--- config.mk ---
export PLATFORM = sky130hd
export DESIGN_NAME = stroke_cmd_fifo
export DESIGN_NICKNAME = d
export VERILOG_FILES = /design/src/rtl/stroke_pkg.sv /design/src/rtl/stroke_fifo_ram.sv /design/src/rtl/stroke_cmd_fifo.sv
export SDC_FILE = /design/constraint.sdc
export NUM_CORES = 1
export LEC_CHECK = 0
export ABC_AREA = 1
export CORE_MARGIN = 8
export CORE_UTILIZATION = 55
export CTS_CLUSTER_DIAMETER = 100
export DETAILED_ROUTE_END_ITERATION = 6
export PLACE_DENSITY = 0.73
export SLEW_MARGIN = 20
export SYNTH_ARGS = -nofsm -noshare
export SYNTH_HDL_FRONTEND = slang
export SYNTH_HIERARCHICAL = 1
export SYNTH_SLANG_ARGS = --single-unit
--- constraint.sdc ---
create_clock -name clk -period 3.4 [get_ports clk]
set_clock_uncertainty 0.15 [all_clocks]
set_input_delay 0.51 -clock clk [delete_from_list [all_inputs] [get_ports clk]]
set_output_delay 0.51 -clock clk [all_outputs]
set_load 0.1 [all_outputs]
--- src/rtl/stroke_pkg.sv ---
// Shared definitions for the stroke command path: word widths, FIFO depth
// and the layout of one stroke command as seen by parser and executor.
package stroke_pkg;

   localparam int CMD_W   = 32;
   localparam int FIFO_AW = 4;

   typedef enum logic [7:0] {
      OP_NOP      = 8'h00,
      OP_MOVE     = 8'h01,
      OP_LINE     = 8'h02,
      OP_PEN_UP   = 8'h03,
      OP_PEN_DOWN = 8'h04
   } stroke_op_e;

   // opcode in the top byte, then 12-bit X and 12-bit Y coordinates
   typedef struct packed {
      stroke_op_e  opcode;
      logic [11:0] x;
      logic [11:0] y;
   } stroke_cmd_t;

   function automatic stroke_cmd_t unpack_cmd(input logic [CMD_W-1:0] word);
      return stroke_cmd_t'(word);
   endfunction

endpackage

--- src/rtl/stroke_fifo_ram.sv ---
// Simple dual-port RAM: one write port, one registered read port.
// A same-address write and read in one cycle returns the old word.
module stroke_fifo_ram #(
   parameter int DATA_W = 32,
   parameter int ADDR_W = 4
) (
   input  logic              clk,
   input  logic              rst_n,
   input  logic              we_i,
   input  logic [ADDR_W-1:0] waddr_i,
   input  logic [DATA_W-1:0] wdata_i,
   input  logic              re_i,
   input  logic [ADDR_W-1:0] raddr_i,
   output logic [DATA_W-1:0] rdata_o
);

   localparam int DEPTH = 1 << ADDR_W;

   logic [DATA_W-1:0] mem_q [DEPTH];
   logic [DATA_W-1:0] rdata_q;

   // storage array, deliberately without reset
   always_ff @(posedge clk) begin
      if (we_i) mem_q[waddr_i] <= wdata_i;
   end

   // registered read port; holds its value when no read is issued
   always_ff @(posedge clk or negedge rst_n) begin
      if (!rst_n)    rdata_q <= '0;
      else if (re_i) rdata_q <= mem_q[raddr_i];
   end

   assign rdata_o = rdata_q;

endmodule

--- src/rtl/stroke_cmd_fifo.sv ---
// Command FIFO between the host command parser and the stroke executor.
// All flags are registered and derived from the next-state count, so they
// change together with count and have no combinational path from wr_en/rd_en.
module stroke_cmd_fifo
   import stroke_pkg::*;
#(
   parameter int DATA_W    = CMD_W,
   parameter int ADDR_W    = FIFO_AW,
   parameter int AFULL_LVL = 14
) (
   input  logic              clk,
   input  logic              rst_n,
   input  logic              wr_en,
   input  logic [DATA_W-1:0] wr_data,
   input  logic              rd_en,
   output logic [DATA_W-1:0] rd_data,
   output logic              rd_valid,
   output logic              full,
   output logic              empty,
   output logic              almost_full,
   output logic [ADDR_W:0]   count,
   output logic              overflow,
   input  logic              clr_ovf,
   output logic              alarm
);

   localparam logic [ADDR_W:0] FULL_CNT  = (ADDR_W+1)'(1 << ADDR_W);
   localparam logic [ADDR_W:0] AFULL_CNT = (ADDR_W+1)'(AFULL_LVL);

   logic [ADDR_W-1:0] wr_ptr_q, wr_ptr_d;
   logic [ADDR_W-1:0] rd_ptr_q, rd_ptr_d;
   logic [ADDR_W:0]   count_q, count_d;
   logic              full_q, full_d;
   logic              empty_q, empty_d;
   logic              afull_q, afull_d;
   logic              ovf_q, ovf_d;
   logic              alarm_q, alarm_d;
   logic              rd_valid_q;
   logic              rd_acc, wr_acc;

   // accept decisions; a read frees the slot a same-cycle write fills when full
   always_comb begin
      rd_acc = rd_en & ~empty_q;
      wr_acc = wr_en & (~full_q | rd_acc);
   end

   // next-state pointers, occupancy, flags and sticky overflow
   always_comb begin
      wr_ptr_d = wr_ptr_q;
      rd_ptr_d = rd_ptr_q;
      if (wr_acc) wr_ptr_d = wr_ptr_q + ADDR_W'(1);
      if (rd_acc) rd_ptr_d = rd_ptr_q + ADDR_W'(1);

      count_d = count_q + {{ADDR_W{1'b0}}, wr_acc} - {{ADDR_W{1'b0}}, rd_acc};
      full_d  = (count_d == FULL_CNT);
      empty_d = (count_d == '0);
      afull_d = (count_d >= AFULL_CNT);

      ovf_d = ovf_q;
      if (wr_en && !wr_acc) ovf_d = 1'b1;
      else if (clr_ovf)     ovf_d = 1'b0;

      alarm_d = full_d | ovf_d;
   end

   // state registers
   always_ff @(posedge clk or negedge rst_n) begin
      if (!rst_n) begin
         wr_ptr_q   <= '0;
         rd_ptr_q   <= '0;
         count_q    <= '0;
         full_q     <= 1'b0;
         empty_q    <= 1'b1;
         afull_q    <= 1'b0;
         ovf_q      <= 1'b0;
         alarm_q    <= 1'b0;
         rd_valid_q <= 1'b0;
      end else begin
         wr_ptr_q   <= wr_ptr_d;
         rd_ptr_q   <= rd_ptr_d;
         count_q    <= count_d;
         full_q     <= full_d;
         empty_q    <= empty_d;
         afull_q    <= afull_d;
         ovf_q      <= ovf_d;
         alarm_q    <= alarm_d;
         rd_valid_q <= rd_acc;
      end
   end

   stroke_fifo_ram #(
      .DATA_W (DATA_W),
      .ADDR_W (ADDR_W)
   ) u_ram (
      .clk     (clk),
      .rst_n   (rst_n),
      .we_i    (wr_acc),
      .waddr_i (wr_ptr_q),
      .wdata_i (wr_data),
      .re_i    (rd_acc),
      .raddr_i (rd_ptr_q),
      .rdata_o (rd_data)
   );

   assign rd_valid    = rd_valid_q;
   assign full        = full_q;
   assign empty       = empty_q;
   assign almost_full = afull_q;
   assign count       = count_q;
   assign overflow    = ovf_q;
   assign alarm       = alarm_q;

endmodule

==> metrics.txt <==
outcome finished, final reports clean; Skew-Pair Late Insertion Delay just over 600 ps; max-slew violations 0; I/O pins 80; synthesized area 0.0228 mm^2; Initial DRC Count approximately 1.6k; DR pass1 iterations 5; Via Count approximately 15k; cell depth of the worst flop-to-flop path 13; crit path capture type output port; Initial Utilization 0.558; Tmin final approximately 2700 ps; CTS H-tree lvls 2; CTS clock-pin slew for the worst setup and hold paths about 60 ps; post-route ant nets 0; unrepaired setup endpoints after global routing false; DP HPWL 29.1 mm; cell area power density about 950 mW/mm^2; crit path from u_ram/rdata_o[21]$_DFFE_PN0P_; number of synthesized flops with an enable pin a little over 500; Post-Syn Nets approximately 2.0k; most frequent cell after synthesis nand2_1; number of core rows 74; number of antenna violations at the first check in global routing 0; Core Region 0.0408 mm^2; Synth cell types 27; max incr delay on CP between 1000 and 1500 ps; Critical Path Source Type flip-flop; f_max 365 MHz; Worst path slowest cell clkdlybuf4s50_1; port bufs between 70 and 80; GRT Overall Usage 0.223; final core utilization 0.636; Cells after Synth 1943; antenna cells 0; CTS tree yes; Largest delay share family, worst path buffers and inverters; CP Data Required Time between 2000 and 3000 ps; Crit path depth 1; final setup fails 0; CP cell instances clkdlybuf4s50_1; Worst Path Arrival 2080 ps; Yosys top cell by area edfxtp_1; Sink Count approximately 560; total negative slack 0 ps; setup slack at placement 214 ps; maximum clock insertion buffer count 3; routability cong. approximately 0.77; Static Leak approximately 9.9 nW; root buffer cell clkbuf_16; Reg-to-Reg Start empty$_DFF_PN1_; Die Area 0.0482 mm^2; number of global-route vias before repair 15.0k; Post-Place Cell Area roughly 0.024 mm^2; nets@finish 2064; CTS resizes 0; Syn Area/Cell 11.7 um^2; WS Path Type flip-flop to output port; DRC Markers 0; Die X around 220 um; CP max FO 2; total gr overflow 0; FFs w/ async S/R, synth 0.0906; Setup WS post-layout approximately 660 ps; Hold Fails Final Rpt 0; crit path buf inv count 1; Design Area, Final 0.0260 mm^2; first-pass GRT wire length ~84 mm; share of cells above drive strength 1 0.0964; DRT Wirelength ~54 mm; Post-synth top cells nand2_1, edfxtp_1, nand3_1, dfrtp_1, buf_2; Yosys warning count 6; grt met1 use 0.299; post-synth top area share 0.674; Synth Register Bits 563; sequential fraction of the synthesis area 0.730; TritonCTS Buffers 56; drt wl/cell roughly 21 um; worst min-delay path class primary input to asynchronous set/reset pin; gr busiest metal met2; # fillers ~3.0k; Synth Flop Type edfxtp_1; die height around 220 um; worst slew pin tran about 980 ps; met2 usage in global routing 0.372; Vias/cell 5.73; Layout area overhead 14.0%; pin count of the biggest net entering global routing 132; max-cap violations 0; Slew headroom 0.346; Worst VDD drop slightly above 0.7 mV; hold slack ~170 ps; fin crit share 0.805; met3 Use GR 0.0303; dominant cells by area after synthesis edfxtp_1, nand2_1, nand3_1
==> cells by family after synthesis <==
logic type / after synthesis / synth area share
AND/OR/NAND/NOR: 1220 / 0.224
flip-flops: 563 / 0.730
buffers and inverters: 141 / 0.0368
XOR/XNOR: 9 / 0.00346
adder cells (fa/ha/maj): 8 / 0.00472
AO/OA/AOI/OAI: 2 / 0.000494
==> registers in the layout, indices dropped and copies added (netlist names) <==
register       flops
u_ram/rdata_o     32
rd_valid           1
u_ram/mem_q      512
overflow           1
empty              1
count              5
full               1
wr_ptr_q           4
rd_ptr_q           4
almost_full        1
alarm              1
==> layout make-up <==
cell class                      count  area (um^2)  area share
Timing Repair Buffer              130         1220      0.0471
Multi-Input combinational cell   1239         5430       0.209
Tap cell                          532          666      0.0256
Clock inverter                     23          348      0.0134
Clock buffer                       80         1540      0.0594
Inverter                           29          116     0.00448
Sequential cell                   563        16700       0.641
==> what timing repair did <==
| action | in CTS | in global routing |
|---|---|---|
| hold buffers | 1 | 0 |
| setup buffers | 0 | 0 |
| endpoints found under the hold margin | 9 | 0 |
==> power breakdown <==
| part | total [mW] | leakage, nW | internal (mW) | switching (mW) |
|---|---|---|---|---|
| registers | 8.82 | 5.25 | 8.48 | 0.336 |
| logic | 9.49 | 3.76 | 2.41 | 7.08 |
| clock network | 6.36 | 0.916 | 3.83 | 2.53 |
| total | 24.7 | 9.93 | 14.7 | 9.95 |
==> cells in the final DEF (no fill, tap or decap), types with 9 or more instances in the layout <==
| cell | netlist | layout |
|---|---|---|
| edfxtp_1 | 512 | 512 |
| clkdlybuf4s50_1 | 0 | 39 |
| bufinv_16 | 0 | 9 |
| inv_1 | 27 | 25 |
| nand2_1 | 798 | 798 |
| nor2_4 | 1 | 17 |
| buf_12 | 0 | 12 |
| nand3_1 | 390 | 390 |
| dfrtp_1 | 50 | 46 |
| clkbuf_1 | 20 | 21 |
| clkbuf_16 | 0 | 58 |
| buf_4 | 16 | 77 |
==> worst paths after layout <==
kind                                                 end  slack [ps]
max                                          rd_data[21]         660
min                              rd_ptr_q[1]$_DFFE_PN0P_         170
max reg2reg                              empty$_DFF_PN1_         680
min reg2reg                u_ram/rdata_o[11]$_DFFE_PN0P_         330
max in group asynchronous                empty$_DFF_PN1_        2270
min in group clk           u_ram/rdata_o[11]$_DFFE_PN0P_         330
==> metrics by stage <==
step | power, mW | std cells
floorplan | 15.9 | 1943
global placement | 18.2 | 2492
detailed placement | 18.4 | 2492
CTS | 24.8 | 2596
global route | 25.9 | 2596
finish | 24.7 | 2596
==> routing by layer <==
metal | vias to the layer above | wire, um | part of all wire
met5 | - | 0 | 0
met4 | 0 | 1540 | 0.029
met3 | 100 | 3910 | 0.073
met2 | 632 | 26000 | 0.49
met1 | 7306 | 22200 | 0.41
li1 | 6833 | - | -
Power figures use the tool's default switching activity.
